--- src/rtl/vx_run_ctrl.sv ---
// APB-programmed run controller: sequences core reset/clock-enable, relocates core AXI addresses
// by BASE, flags out-of-window accesses and counts run cycles.
module vx_run_ctrl #(
    parameter int AXI_ADDR_WIDTH = 32,
    parameter int RESET_DELAY    = 8,
    parameter int BUSY_GRACE     = 4,
    parameter int CNT_WIDTH      = 32
) (
    input  logic                      clk,
    input  logic                      reset,
    input  logic                      psel,
    input  logic                      penable,
    input  logic                      pwrite,
    input  logic [31:0]               paddr,
    input  logic [31:0]               pwdata,
    output logic [31:0]               prdata,
    output logic                      pready,
    output logic                      pslverr,
    input  logic                      core_busy,
    output logic                      core_clk_en,
    output logic                      core_reset,
    input  logic [AXI_ADDR_WIDTH-1:0] raw_araddr,
    input  logic [AXI_ADDR_WIDTH-1:0] raw_awaddr,
    input  logic                      raw_arvalid,
    input  logic                      raw_awvalid,
    output logic [AXI_ADDR_WIDTH-1:0] m_axi_araddr,
    output logic [AXI_ADDR_WIDTH-1:0] m_axi_awaddr,
    output logic                      irq
);

    // state | meaning
    // IDLE  | core held in reset, clock gated
    // RESET | clock running, core reset asserted for RESET_DELAY cycles
    // RUN   | core released; counting cycles, waiting for busy to drop
    typedef enum logic [1:0] {
        ST_IDLE  = 2'd0,
        ST_RESET = 2'd1,
        ST_RUN   = 2'd2
    } state_e;

    localparam logic [7:0]  OFF_BASE   = 8'h50;
    localparam logic [7:0]  OFF_CTRL   = 8'h54;
    localparam logic [7:0]  OFF_STATUS = 8'h58;
    localparam logic [7:0]  OFF_CYCLES = 8'h5C;
    localparam logic [7:0]  OFF_WINDOW = 8'h60;
    localparam logic [31:0] RD_LAST    = 32'(RESET_DELAY - 1);
    localparam logic [31:0] GRACE      = 32'(BUSY_GRACE);

    state_e                    state_q, state_d;
    logic [31:0]               ctr_q, ctr_d;
    logic [CNT_WIDTH-1:0]      cycles_q, cycles_d;
    logic [AXI_ADDR_WIDTH-1:0] base_q, base_d;
    logic [AXI_ADDR_WIDTH-1:0] window_q, window_d;
    logic                      irq_en_q, irq_en_d;
    logic                      done_q, done_d;
    logic                      addr_err_q, addr_err_d;

    logic [7:0]  offset;
    logic        mapped, wr_en;
    logic        wr_base, wr_ctrl, wr_status, wr_window;
    logic        start_req, abort_req, window_hit;
    logic [31:0] rd_data, base_rd, window_rd, cycles_rd;
    logic        unused_paddr_hi;

    assign offset          = paddr[7:0];
    assign unused_paddr_hi = ^paddr[31:8];
    assign mapped = (offset == OFF_BASE) || (offset == OFF_CTRL) || (offset == OFF_STATUS) ||
                    (offset == OFF_CYCLES) || (offset == OFF_WINDOW);
    assign wr_en     = psel & penable & pwrite;
    assign wr_base   = wr_en & (offset == OFF_BASE);
    assign wr_ctrl   = wr_en & (offset == OFF_CTRL);
    assign wr_status = wr_en & (offset == OFF_STATUS);
    assign wr_window = wr_en & (offset == OFF_WINDOW);
    assign abort_req = wr_ctrl & pwdata[1];
    assign start_req = wr_ctrl & pwdata[0] & ~pwdata[1];

    assign window_hit = (window_q != '0) &&
                        ((raw_arvalid && (raw_araddr >= window_q)) ||
                         (raw_awvalid && (raw_awaddr >= window_q)));

    assign m_axi_araddr = raw_araddr + base_q;
    assign m_axi_awaddr = raw_awaddr + base_q;

    always_ff @(posedge clk) begin
        if (!reset) begin
            state_q    <= ST_IDLE;
            ctr_q      <= '0;
            cycles_q   <= '0;
            base_q     <= '0;
            window_q   <= '0;
            irq_en_q   <= 1'b0;
            done_q     <= 1'b0;
            addr_err_q <= 1'b0;
        end else begin
            state_q    <= state_d;
            ctr_q      <= ctr_d;
            cycles_q   <= cycles_d;
            base_q     <= base_d;
            window_q   <= window_d;
            irq_en_q   <= irq_en_d;
            done_q     <= done_d;
            addr_err_q <= addr_err_d;
        end
    end

    always_comb begin
        state_d    = state_q;
        ctr_d      = ctr_q;
        cycles_d   = cycles_q;
        base_d     = wr_base   ? pwdata[AXI_ADDR_WIDTH-1:0] : base_q;
        window_d   = wr_window ? pwdata[AXI_ADDR_WIDTH-1:0] : window_q;
        irq_en_d   = wr_ctrl   ? pwdata[2] : irq_en_q;
        done_d     = (wr_status && pwdata[1]) ? 1'b0 : done_q;
        addr_err_d = (wr_status && pwdata[2]) ? 1'b0 : addr_err_q;

        case (state_q)
            ST_IDLE: begin
                ctr_d = '0;
                if (start_req) begin
                    state_d  = ST_RESET;
                    cycles_d = '0;
                    done_d   = 1'b0;
                end
            end
            ST_RESET: begin
                if (abort_req) begin
                    state_d = ST_IDLE;
                    ctr_d   = '0;
                end else if (ctr_q == RD_LAST) begin
                    state_d = ST_RUN;
                    ctr_d   = '0;
                end else begin
                    ctr_d = ctr_q + 32'd1;
                end
            end
            ST_RUN: begin
                if (window_hit) addr_err_d = 1'b1;
                if (abort_req) begin
                    state_d = ST_IDLE;
                    ctr_d   = '0;
                end else if ((ctr_q == GRACE) && !core_busy) begin
                    // Completion cycle is not counted, so CYCLES equals the busy span.
                    state_d = ST_IDLE;
                    ctr_d   = '0;
                    done_d  = 1'b1;
                end else begin
                    if (cycles_q != '1) cycles_d = cycles_q + CNT_WIDTH'(1);
                    if (ctr_q != GRACE) ctr_d = ctr_q + 32'd1;
                end
            end
            default: begin
                state_d = ST_IDLE;
                ctr_d   = '0;
            end
        endcase
    end

    always_comb begin
        base_rd   = '0;
        window_rd = '0;
        cycles_rd = '0;
        base_rd[AXI_ADDR_WIDTH-1:0]   = base_q;
        window_rd[AXI_ADDR_WIDTH-1:0] = window_q;
        cycles_rd[CNT_WIDTH-1:0]      = cycles_q;
        rd_data = '0;
        if (psel && !pwrite) begin
            case (offset)
                OFF_BASE:   rd_data = base_rd;
                OFF_CTRL:   rd_data = {29'd0, irq_en_q, 2'b00};
                OFF_STATUS: rd_data = {27'd0, state_q, addr_err_q, done_q, core_busy};
                OFF_CYCLES: rd_data = cycles_rd;
                OFF_WINDOW: rd_data = window_rd;
                default:    rd_data = '0;
            endcase
        end
    end

    // Outputs are forced to their safe values while reset is held, before any clock edge.
    assign prdata      = reset ? rd_data : 32'd0;
    assign pready      = 1'b1;
    assign pslverr     = reset & psel & penable & ~mapped;
    assign core_clk_en = reset & (state_q != ST_IDLE);
    assign core_reset  = ~reset | (state_q != ST_RUN);
    assign irq         = reset & done_q & irq_en_q;

endmodule

--- config.mk ---
export PLATFORM = sky130hd
export DESIGN_NAME = vx_run_ctrl
export DESIGN_NICKNAME = d
export VERILOG_FILES = /design/src/rtl/vx_run_ctrl.sv
export SDC_FILE = /design/constraint.sdc
export NUM_CORES = 1
export LEC_CHECK = 0
export CORE_UTILIZATION = 25
export DETAILED_ROUTE_END_ITERATION = 16
export PLACE_DENSITY = 0.52
export SYNTH_ARGS = -nofsm -noshare
export SYNTH_HDL_FRONTEND = slang
export SYNTH_SLANG_ARGS = --single-unit
export TNS_END_PERCENT = 5
--- constraint.sdc ---
create_clock -name clk -period 4.35 [get_ports clk]
set_clock_uncertainty 0.1 [all_clocks]
set_input_delay 0.435 -clock clk [delete_from_list [all_inputs] [get_ports clk]]
set_output_delay 0.435 -clock clk [all_outputs]
set_load 0.01 [all_outputs]
==> results of run 1 <==
## path summary, 6_finish.rpt
check	startpoint	to	slack, ns
setup / recovery	raw_awaddr[0]	m_axi_awaddr[26]	-0.0009
hold / removal	ctr_q[1]	ctr_q[1]	0.39
setup reg to reg	ctr_q[2]	cycles_q[22]	1.42
hold reg to reg	ctr_q[1]	ctr_q[1]	0.39
## power by group
group	leakage, uW	internal [uW]	switching (uW)
logic	0.00437	264	222
clock network	0.000276	810	624
registers	0.00107	1220	0.350
## stage by stage
stage                     hold WS, ns  util [%]  cell area (sq um)  power, uW
final                          0.3910     34.82              15030       3138
after floorplan                0.3618         -              10940       1441
after global placement         0.3801     33.22              14340       1728
after CTS                      0.4027     34.74              15000       3167
after detailed placement       0.3940     33.22              14340       1731
after global routing           0.4396     34.82              15030       3253
## cells by family (layout without fill, tap and decap cells)
| family | Yosys count | after routing | share of synthesized area (%) |
|---|---|---|---|
| simple gates | 527 | 527 | 23.02 |
| compound gates | 373 | 373 | 24.23 |
| other cells | 1 | 1 | 0.03426 |
| xor+xnor | 103 | 103 | 8.243 |
| flops | 133 | 133 | 24.33 |
| mux | 4 | 4 | 0.3659 |
| fa+ha+maj | 134 | 134 | 15.46 |
| buf+inv | 119 | 412 | 4.321 |
## layer usage
metal	GRT usage, %	part of all wire (%)	up-vias
met3	2.765	5.1	67
met4	7.321	3.5	2
met5	0	0.033	-
met2	28.47	46	288
met1	22.63	46	5314
li1	-	-	5615
## synth_stat cells, types with 9 or more instances
| cell | n |
|---|---|
| or3_1 | 9 |
| a22oi_1 | 10 |
| o21a_1 | 21 |
| and3_1 | 19 |
| nor2b_1 | 14 |
| a21o_1 | 51 |
| dfxtp_1 | 133 |
| xor2_1 | 41 |
| nand2_1 | 190 |
| clkbuf_1 | 40 |
| a21boi_0 | 63 |
| and2_1 | 12 |
| ha_1 | 132 |
| nand2b_1 | 10 |
| nor4_1 | 19 |
| xnor2_1 | 62 |
| nand4_1 | 34 |
| o21bai_1 | 9 |
| nor2_1 | 124 |
| nand3_1 | 42 |
| nor3_1 | 21 |
| a21oi_1 | 87 |
| inv_1 | 69 |
| o21ai_0 | 38 |
| a222oi_1 | 28 |
## worst min-delay path, delay by kind of cell, from the launching register on
family	cells	cell delay, ns
DFF	1	0.34
AOI/OAI and AO/OA	1	0.05
and+or+nand+nor	1	0.06
## registers in the layout (all words and copies together) (netlist names)
| name | cells |
|---|---|
| cycles_q | 32 |
| ctr_q | 32 |
| irq_en_q | 1 |
| base_q | 32 |
| state_q | 2 |
| done_q | 1 |
| window_q | 32 |
| addr_err_q | 1 |
## layout make-up
type                            instances  area (sq um)  area share [%]
Multi-Input combinational cell       1142          7933           52.78
Timing Repair Buffer                  311          2855           19.00
Sequential cell                       133          2664           17.72
Tap cell                              585         732.0           4.870
Clock buffer                           17         425.4           2.830
Inverter                               69         259.0           1.723
Clock inverter                         15         162.7           1.082
## repair_timing
item	in CTS	in global routing
setup buffers	0	0
gates cloned	0	0
endpoints found under the setup margin	17	12
pin swaps	2	2
gates resized for setup	20	8
hold buffers	0	0
## cells in the final DEF (no fill, tap or decap), types with 17 or more instances in the layout
master,count
nor4_1,19
a21o_1,51
inv_1,69
o21ai_0,36
and3_1,19
nor3_1,20
a21oi_1,85
dfxtp_1,132
xor2_1,41
a222oi_1,28
nand4_1,34
nand2_1,190
clkdlybuf4s50_1,202
clkbuf_16,17
o21a_1,21
a21boi_0,63
xnor2_1,62
ha_1,132
nand3_1,42
buf_4,100
nor2_1,124
==> impl_metrics.toml, run 1 <==
[yosys]
synth-edff-count = 0
syn_avg_cell_area_sq_um = 7.851
synth.net_count = 1664
ys_top_cells_by_area = "dfxtp_1, ha_1, nand2_1"
ys_warn_count = 0
synth_top_area_cell = "dfxtp_1"
ys_seq_area_share_pct = 24.33
yosysUniqueCellTypes = 80
syn_area_sq_um = 10940
yosysTopAreaCellShare_pct = 24.33
synthCells = 1394
synth_ff_type = "dfxtp_1"
synth_seq_cells = 133
async_reset_ff_share_pct = 0

[setup_path]
path_max_fanout = 3
cp-start-kind = "input pin"
reg2regPathDepth = 8
worst_path_max_delay_cell = "clkdlybuf4s50_1"
critical_path.max_stage_delay_ns = 0.57
cp_data_arrival_time_ns = 3.82
crit_chain = "clkdlybuf4s50_1 -> ha_1 -> inv_1 -> fa_1 -> nor2b_2 -> o2111ai_2 -> nand4_1 -> a41o_1 -> a31oi_2 -> buf_4 -> o21ai_0 -> buf_4 -> a21boi_0 -> xnor2_1 -> clkdlybuf4s50_1"
worst-path-stages = 15
required_ns = 3.82
cpLargestDelayFamily = "buffers and inverters"
critical_path_class = "input pin to output pin"
cp-end-kind = "output pin"
crit_buf_inv = 5

[power]
power.density_nw_per_um2 = 208.8
ir_worst_vdd_uv = 195.1
power.leakage_uw = 0.005722

[routing]
firstDrtPassIters = 6
vias = 11286
drc = 0
routedWlPerCell_microns = 17.36
drt_iter0_drc = 720
ant_nets = 0
wl_microns = 39450
via_per_inst = 4.967

[timing]
fin_ws_ns = -0.0008842
min_period_ns = 4.351
tightest_slew_ns = 1.049
rsz0062_at_grt = "true"
period_share_pct = 100.0
drv_slew = 0
fin_setup_tns_ns = -0.0008842
clock.fmax_mhz = 229.8
slew_headroom_pct = 30.04
setup-violations-final = 1
hold_violations = 0

[die]
initial_core_util_pct = 25.35
rows = 76
ios = 237
dieWidth_microns = 211.2
dieArea_sq_um = 44620
coreArea_sq_um = 43170
fp.dieH_microns = 211.2

[placed_design]
dp.cells = 2240
gp_congestion = 0.8871
place_ws_ns = -0.2857
port-buffer-count = 211
dp_hpwl_microns = 32230

[clocking]
cts_max_path_buffers = 2
cts_buffers = 17
cts_max_level = 4
cts_root_buffer = "clkbuf_16"
clk_latency_ns = 0.43
clk_pin_slew_worst_paths_ns = 0.06
cts_tree = "done"
clkSinkCount = 133

[outcome]
violations = "negative setup slack"
outcome = "complete, but fails checks"

[global_route]
grt_max_degree = 81
grt-ovfl-total = 0
grt_pass1_vias = 11149
grt_pass1_wl_microns = 60440
antenna_found_initial = 1
track_usage_pct = 17.42

[layout]
fin_nets = 1944
antenna_cells = 0
nFillCells = 4535
drive_above_1_share_pct = 10.55
synthToLayoutAreaGrowth_pct = 37.34
stdcell_count = 2272

[worst_hold_path]
hold_class = "flip-flop to flip-flop"
holdPathStages = 2

[job]
maxCapViolCount = 0
No activity file was read; power rests on OpenSTA's default activity.
==> run 2, diff against run 1 <==
- SLEW_MARGIN: not set -> 20
==> results of run 2 <==
The final DEF is identical to that of run 1; final timing and power are the same.
